--- src/rtl/cpu_pkg.sv ---
// Shared CPU definitions: fetch FSM states, reset vector default and the
// opcode/funct encodings that the fetch unit and the controller both need.
package cpu_pkg;

    typedef enum logic [1:0] {
        FETCH = 2'd0,
        ISSUE = 2'd1,
        FAULT = 2'd2
    } fetch_state_e;

    localparam logic [31:0] RESET_PC_DEFAULT = 32'h0000_3000;

    localparam logic [5:0] FUNCT_JR = 6'b001000;
    localparam logic [5:0] OP_J     = 6'b000010;
    localparam logic [5:0] OP_JAL   = 6'b000011;

    function automatic logic [31:0] sign_ext16(input logic [15:0] v);
        return {{16{v[15]}}, v};
    endfunction

endpackage

--- src/rtl/ifu_fetch_if.sv ---
// Instruction memory request/response bus between the fetch unit and imem.
interface ifu_fetch_if;
    logic        req;
    logic [31:0] addr;
    logic        ready;
    logic [31:0] rdata;

    modport master (
        output req,
        output addr,
        input  ready,
        input  rdata
    );

    modport slave (
        input  req,
        input  addr,
        output ready,
        output rdata
    );
endinterface

--- src/rtl/npc_calc.sv ---
// Combinational next-PC selection: jr, jump, taken branch, or sequential.
// Kept free of state so a pipelined front end can reuse it unchanged.
module npc_calc
    import cpu_pkg::*;
(
    input  logic [31:0] pc,
    input  logic [31:0] instruction,
    input  logic        branch,
    input  logic        zero,
    input  logic        jump,
    input  logic        jr,
    input  logic [31:0] jr_target,
    output logic [31:0] npc,
    output logic [31:0] pc4
);

    logic [31:0] btarget;
    logic [31:0] jtarget;
    logic        unused_opcode;

    // The opcode field plays no part in target arithmetic.
    assign unused_opcode = ^instruction[31:26];

    // Candidate targets; all sums wrap silently modulo 2^32.
    always_comb begin
        pc4     = pc + 32'd4;
        btarget = pc4 + (sign_ext16(instruction[15:0]) << 2);
        jtarget = {pc4[31:28], instruction[25:0], 2'b00};
    end

    // Priority: jr over jump over taken branch over fall-through.
    always_comb begin
        npc = pc4;
        if (jr) begin
            npc = jr_target;
        end else if (jump) begin
            npc = jtarget;
        end else if (branch && zero) begin
            npc = btarget;
        end
    end

endmodule

--- src/rtl/ifu_fetch.sv ---
// Instruction fetch unit: owns the PC, fetches one word per instruction over
// the imem handshake, holds it for the controller until commit, then steps
// the PC. A misaligned target parks the unit in FAULT until reset.
module ifu_fetch
    import cpu_pkg::*;
#(
    parameter logic [31:0] RESET_PC    = RESET_PC_DEFAULT,
    parameter bit          ALIGN_CHECK = 1'b1
) (
    input  logic               clk,
    input  logic               rst_n,
    ifu_fetch_if.master        imem,
    output logic [31:0]        instruction,
    output logic               inst_valid,
    input  logic               commit,
    input  logic               branch,
    input  logic               zero,
    input  logic               jump,
    input  logic               jr,
    input  logic [31:0]        jr_target,
    output logic [31:0]        pc,
    output logic [31:0]        link_addr,
    output logic               fault
);

    fetch_state_e state_reg, state_next;
    logic [31:0]  pc_reg, pc_next;
    logic [31:0]  instruction_reg, instruction_next;
    logic [31:0]  jr_target_use;
    logic [31:0]  npc;
    logic [31:0]  pc4;
    logic         misaligned;

    // Without alignment checking the register target is simply truncated to
    // a word boundary, so every candidate target is aligned.
    generate
        if (ALIGN_CHECK) begin : g_jr_checked
            assign jr_target_use = jr_target;
        end else begin : g_jr_forced
            logic unused_jr_low;
            assign unused_jr_low = ^jr_target[1:0];
            assign jr_target_use = {jr_target[31:2], 2'b00};
        end
    endgenerate

    npc_calc u_npc_calc (
        .pc          (pc_reg),
        .instruction (instruction_reg),
        .branch      (branch),
        .zero        (zero),
        .jump        (jump),
        .jr          (jr),
        .jr_target   (jr_target_use),
        .npc         (npc),
        .pc4         (pc4)
    );

    assign misaligned = ALIGN_CHECK && (npc[1:0] != 2'b00);

    // State, PC and instruction latch; reset abandons any in-flight fetch.
    always_ff @(posedge clk or negedge rst_n) begin
        if (!rst_n) begin
            state_reg       <= FETCH;
            pc_reg          <= RESET_PC;
            instruction_reg <= 32'h0;
        end else begin
            state_reg       <= state_next;
            pc_reg          <= pc_next;
            instruction_reg <= instruction_next;
        end
    end

    // Next-state logic: latch on ready in FETCH, step PC on commit in ISSUE.
    always_comb begin
        state_next       = state_reg;
        pc_next          = pc_reg;
        instruction_next = instruction_reg;
        case (state_reg)
            FETCH: begin
                if (imem.ready) begin
                    instruction_next = imem.rdata;
                    state_next       = ISSUE;
                end
            end
            ISSUE: begin
                if (commit) begin
                    if (misaligned) begin
                        state_next = FAULT;
                    end else begin
                        pc_next    = {npc[31:2], 2'b00};
                        state_next = FETCH;
                    end
                end
            end
            FAULT: begin
                state_next = FAULT;
            end
            default: begin
                state_next = FAULT;
            end
        endcase
    end

    // Outputs decoded from state; the request is gated by reset so it drops
    // the moment rst_n falls.
    always_comb begin
        imem.req    = rst_n && (state_reg == FETCH);
        imem.addr   = pc_reg;
        instruction = instruction_reg;
        inst_valid  = (state_reg == ISSUE);
        fault       = (state_reg == FAULT);
        pc          = pc_reg;
        link_addr   = pc4;
    end

endmodule

--- src/flat_wrapper.sv ---
// flat-port wrapper written by rule: the top's interface ports become plain ports
module ifu_fetch_flat import cpu_pkg::*;
#(
    parameter logic [31:0] RESET_PC    = RESET_PC_DEFAULT,
    parameter bit          ALIGN_CHECK = 1'b1
)
  (clk, rst_n, instruction, inst_valid, commit, branch, zero, jump, jr, jr_target, pc, link_addr, fault, imem_req, imem_addr, imem_ready, imem_rdata);
  ifu_fetch_if imem_i ();
  input  logic clk;
  input  logic rst_n;
  output logic [31:0] instruction;
  output logic inst_valid;
  input  logic commit;
  input  logic branch;
  input  logic zero;
  input  logic jump;
  input  logic jr;
  input  logic [31:0] jr_target;
  output logic [31:0] pc;
  output logic [31:0] link_addr;
  output logic fault;
  output wire logic [$bits(imem_i.req)-1:0] imem_req;
  output wire logic [$bits(imem_i.addr)-1:0] imem_addr;
  input wire logic [$bits(imem_i.ready)-1:0] imem_ready;
  input wire logic [$bits(imem_i.rdata)-1:0] imem_rdata;
  assign imem_req = imem_i.req;
  assign imem_addr = imem_i.addr;
  assign imem_i.ready = imem_ready;
  assign imem_i.rdata = imem_rdata;
  ifu_fetch #(.RESET_PC(RESET_PC), .ALIGN_CHECK(ALIGN_CHECK)) u_core (.clk(clk), .rst_n(rst_n), .imem(imem_i), .instruction(instruction), .inst_valid(inst_valid), .commit(commit), .branch(branch), .zero(zero), .jump(jump), .jr(jr), .jr_target(jr_target), .pc(pc), .link_addr(link_addr), .fault(fault));
endmodule
--- config.mk ---
export PLATFORM = sky130hd
export DESIGN_NAME = ifu_fetch_flat
export DESIGN_NICKNAME = d
export VERILOG_FILES = /design/src/rtl/cpu_pkg.sv /design/src/rtl/ifu_fetch_if.sv /design/src/rtl/npc_calc.sv /design/src/rtl/ifu_fetch.sv /design/src/flat_wrapper.sv
export SDC_FILE = /design/constraint.sdc
export NUM_CORES = 1
export LEC_CHECK = 0
export BUFFER_PORTS_ARGS = -buffer_cell sky130_fd_sc_hd__buf_4
export CORE_UTILIZATION = 51
export CTS_CLUSTER_SIZE = 14
export DETAILED_ROUTE_END_ITERATION = 6
export PLACE_DENSITY = 0.94
export RECOVER_POWER = 50
export SLEW_MARGIN = 20
export SYNTH_ARGS = -nofsm -noshare
export SYNTH_HDL_FRONTEND = slang
export SYNTH_SLANG_ARGS = --single-unit
--- constraint.sdc ---
create_clock -name clk -period 4.17 [get_ports clk]
set_input_delay 0.6255 -clock clk [delete_from_list [all_inputs] [get_ports clk]]
set_output_delay 0.6255 -clock clk [all_outputs]
set_load 0.02 [all_outputs]
==> Word level (Yosys, flattened, before mapping) <==
Cells that the tools add are included.
{ "totals": {"regBits": 64, "in_bits": 72, "output_inout_bits": 131, "word_cells": 24} }
{ "op_classes": {"n_addsub": 2, "n_eq_ne": 4, "mux": 7, "bitwise_logic": 1, "n_reduce_logical": 7} }
{ "ops": {"columns": ["operator", "count"], "rows": [
  ["two-way mux 32 bit", 3],
  ["adder 32 x 3 -> 32 bit, second input constant", 1],
  ["adder 32 bit", 1],
  ["two-way mux 2 bit", 3],
  ["case mux 2 bit (2 select lines)", 1],
  ["AND reduction 2 bit", 2],
  ["AND reduction 3 bit", 1],
  ["== test 2 x 1 -> 1 bit, second input constant", 1],
  ["== test 2 bit, second input constant", 1],
  ["logical AND 1 bit", 2],
  ["zero test 2 bit", 1],
  ["!= test 2 x 1 -> 1 bit, second input constant", 1],
  ["!= test 2 bit, second input constant", 1],
  ["nonzero test 2 bit", 1],
  ["NOT 1 bit", 1]
]} }

==> Longest topological paths before layout <==
Gate-level depths: netlist of the first run.
{ "logic_depth": {"ltp_word": 9, "depth_mapped": 16, "ltp_nobuf": 15} }

==> Modules after synthesis <==
Synthesis of the first run repeated with hierarchy kept, for this count alone.
{ "hier_totals": {"cells_unflattened": 669, "area_unflattened_um2": 5940.7} }
{ "modules_own_cells": {"columns": ["mod", "n_inst", "cells_each", "area_per_inst_um2", "seq_area_each_um2"], "rows": [
  ["npc_calc", 1, 492, 3218.1, 0.0],
  ["ifu_fetch", 1, 177, 2722.6, 1604.0]
]} }

==> Worst setup path before layout of the first run <==
No wires, ideal clock.
{ "synth_path": {"path_type": "register -> register", "startpoint": "register u_core.pc_reg[2], in the netlist u_core.imem.addr[2]", "endpoint": "register u_core.pc_reg[31], in the netlist u_core.imem.addr[31]", "setup_time_ns": 0.124, "arrival_ns": 3.719, "required_time_ns": 4.046, "slack_ns": 0.328, "path_stages_with_launch": 17, "n_path_buf": 1, "period_less_slack_ns": 3.842, "cell_sequence": "dfrtp_1 -> ha_1 -> nand2_1 -> nor3_1 -> and2_1 -> and3_1 -> nand3_1 -> xnor2_1 -> ha_1 -> clkbuf_1 -> a21oi_1 -> nand2_1 -> a21o_1 -> a21oi_1 -> a41o_1 -> a2111oi_0 -> a211o_1"} }
{ "synth_via": {"elab_chain_len": 5} }
{ "synth_rtl": {"columns": ["element", "line_no", "text"], "rows": [
  ["start: declaration", "ifu_fetch.sv:27", "logic [31:0] pc_reg, pc_next;"],
  ["start signal: assignment", "ifu_fetch.sv:68", "pc_reg <= pc_next;"],
  ["adder 32 x 3 -> 32 bit", "npc_calc.sv:26", "pc4 = pc + 32'd4;"],
  ["named net link_addr[28]", "flat_wrapper.sv:20", "output logic [31:0] link_addr;"],
  ["adder 32 bit", "npc_calc.sv:27", "btarget = pc4 + (sign_ext16(instruction[15:0]) << 2);"],
  ["two-way mux 32 bit", "npc_calc.sv:38", "end else if (branch && zero) begin"],
  ["two-way mux 32 bit", "npc_calc.sv:36", "end else if (jump) begin"],
  ["two-way mux 32 bit", "npc_calc.sv:34", "if (jr) begin"]
]} }
The timed path passes the listed nets, and every way through them passes these cells.
A chain may end at the register's enable or synchronous reset.

==> Worst setup path in the final report of the first run <==
{ "layout_path": {"startpoint": "register u_core.pc_reg[2], in the netlist u_core.imem.addr[2]", "endpoint": "register u_core.pc_reg[30], in the netlist u_core.imem.addr[30]"} }
{ "layout_via": {"elab_chain_len": 5} }
{ "layout_rtl": {"columns": ["element", "line_no"], "rows": [
  ["adder 32 x 3 -> 32 bit *", "npc_calc.sv:26"],
  ["adder 32 bit", "npc_calc.sv:27"],
  ["two-way mux 32 bit", "npc_calc.sv:38"],
  ["two-way mux 32 bit *", "npc_calc.sv:36"],
  ["two-way mux 32 bit *", "npc_calc.sv:34"]
]} }
Every way passes the cells marked *; elsewhere a longest branch is shown, timed or not.

==> impl_metrics.yaml, run 1 <==
setup_path:
  end_kind: "flop"
  cp_data_required_time_ns: 4.40
  slowest_delay_ns: 0.46
  critPathTopFamily: "compound AO/OA/AOI/OAI gates"
  r2r_setup_slack_ns: 0.15
  critPathLaunchType: "flop"
  r2r_start: "u_core.imem.addr[2]$_DFFE_PN0P_"
  cp_max_fo: 6
  slowest_stage: "dfrtp_1"
  reg2reg_depth: 15
  r2r_end: "u_core.imem.addr[30]$_DFFE_PN0P_"
  path_buf_inv: 1
  path_cells: "ha_1 > nand2_1 > nor3_1 > buf_4 > and4_1 > xor2_1 > ha_1 > a21oi_1 > o21bai_1 > a21oi_1 > o41ai_4 > a211oi_2 > o31ai_4 > mux2i_1 > a2111oi_2"
  criticalPathCategory: "flop to flop"
  worstPathArrival_ns: 4.25
cells_and_area:
  fin_nets: 944
  final_cells: 980
  design_area_mm2: 0.00716
  final_util_pct: 66.1
  largest_register_ffs: 32
  layout-drive-gt1-share_pct: 29.0
  insertedDiodeCount: 0
  fillCellCount: 944
  syn_to_final_growth_pct: 26.5
detailed_routing:
  drc_errors: 0
  dr.pass1.iters: 7
  drt_iter0_drc: 476
  drt-total-wl_um: 18700
  vias_per_cell: 6.13
  wl_per_cell_um: 19.1
  num_vias: 6005
  postRouteAntennaNets: 0
worst_hold_path:
  hold_path_startpoint: "imem_rdata[15]"
  min_to: "u_core.instruction[15]$_DFFE_PN0P_"
  whs_path_depth: 3
  holdCritPathClass: "input port to flop"
outcome:
  violations: "max-capacitance violations, max-slew violations"
  status: "finished, violations left"
clocking:
  clk_latency_ns: 0.35
  cts_buffer_depth: 2
  htreeDepth: 3
  cts.sinks: 64
  numCtsBuffers: 9
  clkSlewWorstSetupHoldPaths_ns: 0.09
  cts_tree: "yes"
  clockRootBuffer: "clkbuf_8"
placement:
  dp_cells: 963
  dpl_cell_area_mm2: 0.00705
  dp_slack_ns: 0.275
  hpwl_um: 13900
  finalWeightedCongestion: 0.966
  io_buffer_count: 196
pwr:
  swShare_pct: 53.0
  intPower_mw: 3.32
  ir_worst_vdd_mv: 0.493
  pwr-share-seq_pct: 20.2
  p_clk_share_pct: 8.3
  p_sw_mw: 3.74
  power.leakage_nw: 3.30
  p_comb_share_pct: 71.5
  power_density_mw_per_mm2: 985
  total_power_mw: 7.06
grt:
  antenna_found_initial: 0
  grt_max_degree: 65
  grtUsageTotal_pct: 32.4
  grt_overflow: 0
  grt_pass1_vias: 5715
  grt_pass1_wl_um: 29100
yosys:
  synth_common_cells: "a21oi_1, dfrtp_1, nand2_1, nor2_1, o21ai_0"
  syn_area_per_cell_um2: 8.41
  ys_warn_count: 0
  ys_ff_latch: 64
  ys_types: 67
  yosys.area.top_type_share_pct: 27.4
  synth_area_mm2: 0.00566
  synth_edf_count: 0
  async_reset_ff_share_pct: 100
  ys.flop_type: "dfrtp_1"
  netlist_top_cells_area: "dfrtp_1, ha_1, mux2_2"
  synthCells: 673
  ys_seq_area_share_pct: 28.3
  synth_top_area_cell: "dfrtp_1"
sta:
  setup_viol_count_final: 0
  rsz0062_at_grt: "false"
  tns_ns: 0
  skew_ns: 0.0132
  period_minus_slack_ns: 4.02
  relSlewSlack_pct: -9.87
  timing.final.ws_setup_ns: 0.154
  fin_hold_ws_ns: 0.498
  max_freq_mhz: 249
  tightest_slew_ns: 1.65
  slew_viol_final: 65
  finalHoldViolCount: 0
  fin_crit_sh_pct: 96.3
floorplanning:
  ios: 203
  core_area_mm2: 0.0108
  die_y_um: 107
  die_x_um: 107
  dieArea_mm2: 0.0115
  rows: 38
  floorplan.initialDensity_pct: 52.2
flow_run:
  cap_viol_max_count: 1
[cells in the final DEF, fill, tap and decap left out, types with 10 or more instances in the layout]
cell	instances
a211oi_1	11
a21o_1	13
a21oi_1	62
and3_1	16
buf_4	178
clkbuf_1	31
clkbuf_8	10
dfrtp_1	62
ha_1	36
mux2_2	31
nand2_1	60
nand3_1	18
nor2_1	60
o21ai_0	52
xnor2_1	30
xor2_1	14
[how the worst max path moves through the flow]
stage                                    start                               end  slack [ns]  cells past startpoint
2_1_floorplan  u_core.imem.addr[2]$_DFFE_PN0P_  u_core.imem.addr[31]$_DFFE_PN0P_        0.33                     16
3_3_place_gp   u_core.imem.addr[5]$_DFFE_PN0P_  u_core.imem.addr[30]$_DFFE_PN0P_        0.37                     14
3_5_place_dp   u_core.imem.addr[5]$_DFFE_PN0P_  u_core.imem.addr[30]$_DFFE_PN0P_        0.28                     12
4_1_cts        u_core.imem.addr[5]$_DFFE_PN0P_  u_core.imem.addr[30]$_DFFE_PN0P_        0.23                     12
5_1_grt        u_core.imem.addr[5]$_DFFE_PN0P_  u_core.imem.addr[30]$_DFFE_PN0P_        0.02                     14
6_report       u_core.imem.addr[2]$_DFFE_PN0P_  u_core.imem.addr[30]$_DFFE_PN0P_        0.15                     15
[logic make-up (layout without fill, tap and decap cells)]
| logic type | count (synthesis) | in the layout | synth area share (%) |
|---|---|---|---|
| AO/OA/AOI/OAI | 209 | 209 | 24.0 |
| AND/OR/NAND/NOR | 204 | 204 | 17.2 |
| buffers and inverters | 72 | 234 | 7.18 |
| flip-flops | 64 | 64 | 28.3 |
| XOR/XNOR | 47 | 47 | 7.41 |
| multiplexers | 39 | 39 | 7.58 |
| adder cells (fa/ha/maj) | 37 | 37 | 8.31 |
| other | 1 | 6 | 0.0662 |
[timing repair]
action / in CTS / in global routing
hold buffers: 0 / 0
setup buffers: 0 / 1
resized for setup: 0 / 4
endpoints found under the setup margin: 0 / 3
[layer usage]
| metal | vias to the layer above | track usage [%] | part of all wire, % |
|---|---|---|---|
| li1 | 2738 | - | - |
| met1 | 2870 | 42.8 | 42 |
| met2 | 357 | 53.4 | 46 |
| met3 | 40 | 6.66 | 9.8 |
| met4 | 0 | 9.88 | 1.9 |
| met5 | - | 0 | 0 |
[tightest hold or removal path, cell delays in order]
cell     delay (ns)
buf_4          0.08
nand2_1        0.04
o21ai_0        0.06
[power groups by stage]
stage                     registers, mW  logic, mW  clock network [mW]
after CTS                          1.41       5.06               0.592
after detailed placement           1.42       5.04                   0
after global routing               1.47       5.45               0.614
after floorplan                    1.65       3.27                   0
after global placement             1.41       4.98                   0
final                              1.43       5.05               0.585
[cell type report]
type / instances / area [um2] / area share [%]
clock buffer: 10 / 138 / 1.92
clock inverter: 6 / 67.6 / 0.943
inverter: 8 / 30.0 / 0.419
multi-input combinational: 542 / 3690 / 51.5
sequential: 64 / 1600 / 22.4
tap: 140 / 175 / 2.45
timing repair buffer: 210 / 1460 / 20.3
Note: power is estimated with default switching activity, not from simulation.
==> inputs of run 2 (changes only) <==
- CORE_UTILIZATION: 51 -> 53
- CTS_BUF_LIST: unset -> sky130_fd_sc_hd__clkbuf_4 sky130_fd_sc_hd__clkbuf_8
- PLACE_DENSITY: 0.94 -> 0.95
- SYNTH_HIERARCHICAL: unset -> 1
==> run 2 against run 1 <==
  * The run still ends with max-capacitance violations, max-slew violations left
  * Cell count is 0.51% higher
  * Clock skew decreased by 0.0035 ns
  * Combinational power shrank 11%
  * Wire length up 10%
  * Clock power about the same
  * Hold slack better by 0.0037 ns
  * Synthesized cell count shrank 0.59%
  * Non-clock buffer count increased by 10
  * Register-to-register slack is essentially flat
  * Via count up 3.9%
  * Worst setup slack got worse by 0.013 ns
  * Critical path type unchanged
  * Largest power group unchanged
==> impl_metrics.yaml, run 2 <==
outcome:
  status: "finished, violations left"
  violations: "max-capacitance violations, max-slew violations"
yosys:
  yosys.area.top_type_share_pct: 26.1
  synth_top_family_by_area: "compound AO/OA/AOI/OAI gates"
  synth_xor_area_share_pct: 7.50
  muxShareOfSynthArea_pct: 12.9
  syn_area_per_cell_um2: 8.88
  synth_area_mm2: 0.00594
  synth_common_cells: "nand2_1, dfrtp_1, mux2_2"
  synth_compound_area_share_pct: 20.2
  synthCells: 669
  ys_ff_latch: 64
  async_reset_ff_share_pct: 100
  ys.flop_type: "dfrtp_1"
  ys_warn_count: 6
  synth_top_area_cell: "dfrtp_1"
  synth_edf_count: 0
  ys_seq_area_share_pct: 27.0
  synth_most_common_cell: "nand2_1"
  synthSimpleGateAreaFrac_pct: 16.0
  ys_types: 74
  netlist_top_cells_area: "dfrtp_1, mux2_2, ha_1"
  synthAdderAreaFrac_pct: 7.92
floorplanning:
  core_area_mm2: 0.0109
  die_y_um: 108
  floorplan.initialDensity_pct: 54.6
  rows: 38
  die_x_um: 108
  ios: 203
  dieArea_mm2: 0.0116
grt:
  grt_overflow: 0
  grtUsageTotal_pct: 35.6
  grt_pass1_wl_um: 31600
  grt_pass1_vias: 6017
  antenna_found_initial: 0
  grt_max_degree: 65
placement:
  dp_slack_ns: 0.0804
  hpwl_um: 15300
  io_buffer_count: 196
  finalWeightedCongestion: 0.982
sta:
  slew_viol_final: 94
  relSlewSlack_pct: -11.1
  tightest_slew_ns: 1.67
  tns_ns: 0
  rsz0062_at_grt: "false"
  finalHoldViolCount: 0
  setup_viol_count_final: 0
  fin_crit_sh_pct: 96.6
  timing.final.ws_setup_ns: 0.141
  period_minus_slack_ns: 4.03
  skew_ns: 0.00970
  max_freq_mhz: 248
pwr:
  power_density_mw_per_mm2: 873
  ir_worst_vdd_mv: 0.514
  p_clk_share_pct: 9.1
  p_comb_share_pct: 69.9
  power.leakage_nw: 3.41
  p_sw_mw: 3.41
  intPower_mw: 3.02
  swShare_pct: 53.1
  pwr-share-seq_pct: 21.0
setup_path:
  path_cells: "ha_1 > and4_2 > nand4_1 > buf_4 > nor3_1 > xor2_1 > ha_1 > and2_1 > and3_1 > a211oi_1 > o21a_1 > o31a_1 > xor2_1 > o221ai_1 > mux2_2"
  criticalPathCategory: "flop to flop"
  cp_max_fo: 7
  worstPathArrival_ns: 4.27
  critPathLaunchType: "flop"
  end_kind: "flop"
  slowest_delay_ns: 0.44
  cp_data_required_time_ns: 4.41
  slowest_stage: "dfrtp_1"
clocking:
  clkSlewWorstSetupHoldPaths_ns: 0.08
  cts.sinks: 64
  ctsHoldBuffers: 0
  clockRootBuffer: "clkbuf_8"
  htreeDepth: 3
  clk_latency_ns: 0.36
  cts_buffer_depth: 2
  cts_tree: "yes"
  numCtsBuffers: 9
cells_and_area:
  layout-drive-gt1-share_pct: 31.5
  largest_register_ffs: 32
  layout_common_cells: "buf_4, nand2_1, dfrtp_1, mux2_2, clkbuf_1"
  fin_nets: 949
  syn_to_final_growth_pct: 24.0
  final_common_cell: "buf_4"
  insertedDiodeCount: 0
detailed_routing:
  drc_errors: 0
  drt_iter0_drc: 614
  vias_per_cell: 6.33
  wl_per_cell_um: 21.0
  num_vias: 6239
  drt-total-wl_um: 20600
  dr.pass1.iters: 7
  postRouteAntennaNets: 0
flow_run:
  cap_viol_max_count: 2
worst_hold_path:
  holdCritPathClass: "input port to flop"
-- run 2: changes by cell type in the layout (fill, tap and decap cells not counted), sizes merged, moves of 11 or more --
cell | previous run | this run
nor2 | 60 | 28
buf | 178 | 163
mux2 | 31 | 62
a21oi | 63 | 48
nand2 | 60 | 71
clkbuf | 42 | 68
-- run 2: worst paths after layout --
| check | start | end | slack, ns | cells after the start |
|---|---|---|---|---|
| setup / recovery | u_core/imem.addr[3]$_DFFE_PN0P_ | u_core/imem.addr[26]$_DFFE_PN0P_ | 0.14 | 15 |
| hold / removal | imem_rdata[15] | u_core/instruction[15]$_DFFE_PN0P_ | 0.50 | 2 |
| setup reg to reg | u_core/imem.addr[3]$_DFFE_PN0P_ | u_core/imem.addr[26]$_DFFE_PN0P_ | 0.14 | 15 |
| hold reg to reg | u_core/instruction[27]$_DFFE_PN0P_ | u_core/instruction[27]$_DFFE_PN0P_ | 0.52 | 1 |
| max in group asynchronous | rst_n | u_core/imem.addr[2]$_DFFE_PN0P_ | 2.12 | 2 |
| min in group asynchronous | rst_n | u_core/instruction[5]$_DFFE_PN0P_ | 0.96 | 2 |
-- run 2: power by group through the flow --
stage / clock, mW / combinational [mW] / sequential [mW]
3_3_place_gp: 0 / 4.47 / 1.33
3_5_place_dp: 0 / 4.54 / 1.35
6_report: 0.583 / 4.50 / 1.35
4_1_cts: 0.591 / 4.58 / 1.35
2_1_floorplan: 0 / 2.82 / 1.58
5_1_grt: 0.618 / 4.78 / 1.39
-- run 2: cells by family (layout without fill, tap and decap cells) --
| kind of cell | Yosys count | after routing |
|---|---|---|
| compound gates | 184 | 184 |
| xor+xnor | 50 | 50 |
| fa+ha+maj | 37 | 37 |
| buf+inv | 81 | 250 |
| flops | 64 | 64 |
| mux | 68 | 68 |
| other cells | 1 | 8 |
| simple gates | 184 | 184 |
-- run 2: routing by layer --
layer	up-vias	wire (um)	track usage (%)
li1	2775	-	-
met5	-	0	0
met1	2930	7890	44.6
met4	0	955	19.8
met3	82	2050	6.84
met2	452	9740	57.5
-- run 2: per-stage QoR --
stage / instance area (um2) / hold slack [ns] / util (%) / instances / total power [mW]
finish: 7360 / 0.501 / 67.6 / 985 / 6.43
global route: 7360 / 0.484 / 67.6 / 985 / 6.79
floorplan: 5970 / 0.330 / - / 676 / 4.40
global placement: 7340 / 0.491 / 67.4 / 967 / 5.79
CTS: 7540 / 0.488 / 69.3 / 983 / 6.52
detailed placement: 7340 / 0.502 / 67.4 / 967 / 5.89
-- run 2: what timing repair did --
action,in CTS,in global routing
gates resized for setup,0,7
endpoints found under the setup margin,0,9
setup buffers,0,2
-- run 2: critical path: cells and delay by family, from the launching register on --
kind            cells  cell delay (ns)
fa+ha+maj           2             0.62
xor+xnor            2             0.54
mux                 1             0.29
buf+inv             1             0.19
flops               1             0.44
compound gates      4             0.70
simple gates        5             1.13
-- run 2: layout make-up --
type	count	area, um2
clock buffers	11	151
clock inverters	5	55.1
fillers	895	3520
inverters	14	52.6
multi-input cells	531	3890
flip-flops and latches	64	1610
well taps	140	175
repair buffers	220	1440
==> inputs of run 3 (changes only) <==
==> constraint.sdc (replaced) <==
create_clock -name clk -period 4.17 [get_ports clk]
set_input_delay 0.417 -clock clk [delete_from_list [all_inputs] [get_ports clk]]
set_output_delay 0.417 -clock clk [all_outputs]
set_load 0.02 [all_outputs]
==> run 3 against run 2 <==
  * The flow still finishes with violations (max-capacitance violations, max-slew violations)
  * Clock skew grew 0.0023 ns
  * Via count grew 0.48%
  * Core utilization is the same
  * Maximum frequency grew 0.60%
  * Register-to-register slack gained 0.02 ns
  * Largest cell class unchanged
  * Sequential power is essentially flat
  * Critical endpoint unchanged
  * Count of clock-buffer cells in the layout is the same
  * Final area is the same
  * Cell count is the same
  * Largest power group unchanged
==> impl_metrics.yaml, run 3 (synthesis gave the netlist of run 2 again) <==
outcome:
  status: "finished, violations left"
  violations: "max-capacitance violations, max-slew violations"
placement:
  finalWeightedCongestion: 0.982
  dp_cells: 967
  dpl_cell_area_mm2: 0.00734
  hpwl_um: 15300
  io_buffer_count: 196
grt:
  grt_max_degree: 65
  grtUsageTotal_pct: 35.6
  grt_pass1_wl_um: 31600
  antenna_found_initial: 0
  grt_overflow: 0
  grt_pass1_vias: 6017
sta:
  setup_viol_count_final: 0
  finalHoldViolCount: 0
  fin_crit_sh_pct: 96.0
  slew_viol_final: 65
  max_freq_mhz: 250
  rsz0062_at_grt: "false"
  tns_ns: 0
  skew_ns: 0.0120
  relSlewSlack_pct: -11.8
  tightest_slew_ns: 1.68
  period_minus_slack_ns: 4.01
  fin_hold_ws_ns: 0.287
floorplanning:
  floorplan.initialDensity_pct: 54.6
  die_x_um: 108
  dieArea_mm2: 0.0116
  core_area_mm2: 0.0109
  ios: 203
  rows: 38
  die_y_um: 108
cells_and_area:
  final_cells: 985
  layout_common_cells: "buf_4, nand2_1, dfrtp_1, mux2_2, clkbuf_1"
  largest_register_ffs: 32
  layout-drive-gt1-share_pct: 31.5
  insertedDiodeCount: 0
  design_area_mm2: 0.00736
  final_common_cell: "buf_4"
  fin_nets: 949
  final_util_pct: 67.6
  syn_to_final_growth_pct: 24.0
detailed_routing:
  wl_per_cell_um: 21.0
  drt-total-wl_um: 20600
  num_vias: 6269
  dr.pass1.iters: 6
  postRouteAntennaNets: 0
  drc_errors: 0
  vias_per_cell: 6.36
  drt_iter0_drc: 686
pwr:
  power_density_mw_per_mm2: 873
  p_sw_mw: 3.41
  ir_worst_vdd_mv: 0.514
  p_clk_share_pct: 9.1
  intPower_mw: 3.02
  p_comb_share_pct: 69.8
  pwr-share-seq_pct: 21.0
  swShare_pct: 53.1
  power.leakage_nw: 3.41
setup_path:
  worstPathArrival_ns: 4.26
  cp_max_fo: 7
  critPathLaunchType: "flop"
  cp_data_required_time_ns: 4.42
  criticalPathCategory: "flop to flop"
  end_kind: "flop"
clocking:
  cts_buffer_depth: 2
  clk_latency_ns: 0.36
  htreeDepth: 3
  cts_tree: "yes"
  numCtsBuffers: 9
  clkSlewWorstSetupHoldPaths_ns: 0.09
  clockRootBuffer: "clkbuf_8"
  cts.sinks: 64
worst_hold_path:
  holdCritPathClass: "input port to flop"
flow_run:
  cap_viol_max_count: 1
[run 3: cell counts in the layout (fill, tap and decap cells not counted)]
Identical to the previous run, type by type.
[run 3: what timing repair did]
item,4_1_cts,5_1_grt
endpoints found under the setup margin,0,9
hold buffers,0,0
resized for setup,0,7
buffers inserted,0,2
[run 3: critical path, stage by stage, from the launching register on]
cell and delay (ns):
dfrtp_1 0.44, ha_1 0.24, and4_2 0.38, nand4_1 0.13, buf_4 0.19, nor3_1 0.20, xor2_1 0.31, ha_1 0.37
and2_1 0.21, and3_1 0.21, a211oi_1 0.22, o21a_1 0.15, o31a_1 0.21, xor2_1 0.20, o221ai_1 0.13, mux2_2 0.29
[run 3: path summary, 6_finish.rpt]
kind	startpoint	endpoint	slack (ns)	cells after the start
setup / recovery	u_core/imem.addr[3]$_DFFE_PN0P_	u_core/imem.addr[26]$_DFFE_PN0P_	0.16	15
hold / removal	imem_rdata[15]	u_core/instruction[15]$_DFFE_PN0P_	0.29	2
max in group asynchronous	rst_n	u_core/imem.addr[2]$_DFFE_PN0P_	2.33	2
hold reg to reg	u_core/instruction[27]$_DFFE_PN0P_	u_core/instruction[27]$_DFFE_PN0P_	0.52	1
min in group asynchronous	rst_n	u_core/instruction[5]$_DFFE_PN0P_	0.76	2
setup reg to reg	u_core/imem.addr[3]$_DFFE_PN0P_	u_core/imem.addr[26]$_DFFE_PN0P_	0.16	15
[run 3: routing by layer]
layer	wire, um	global-route usage, %
met1	8000	44.6
met2	9720	57.5
met3	1920	6.84
met4	1000	19.8
met5	0	0
[run 3: layout make-up]
| cell class | instances | area (um2) |
|---|---|---|
| inverter | 14 | 52.6 |
| fill | 893 | 3520 |
| sequential | 64 | 1610 |
| timing repair buffer | 220 | 1440 |
| tap | 140 | 175 |
| multi-input combinational | 531 | 3890 |
| clock buffer | 11 | 151 |
| clock inverter | 5 | 55.1 |
[run 3: power by group through the flow]
stage	registers (mW)	logic [mW]	clock network, mW
final	1.35	4.49	0.587
after global routing	1.39	4.77	0.618
after CTS	1.35	4.58	0.591
after detailed placement	1.35	4.54	0
after global placement	1.33	4.47	0
after floorplan	1.58	2.82	0
[run 3: stage by stage]
step                setup slack (ns)  power (mW)
finish                         0.165        6.43
global route                 0.00796        6.79
CTS                           0.0587        6.52
detailed placement            0.0804        5.89
global placement               0.314        5.79
floorplan                      0.130        4.40
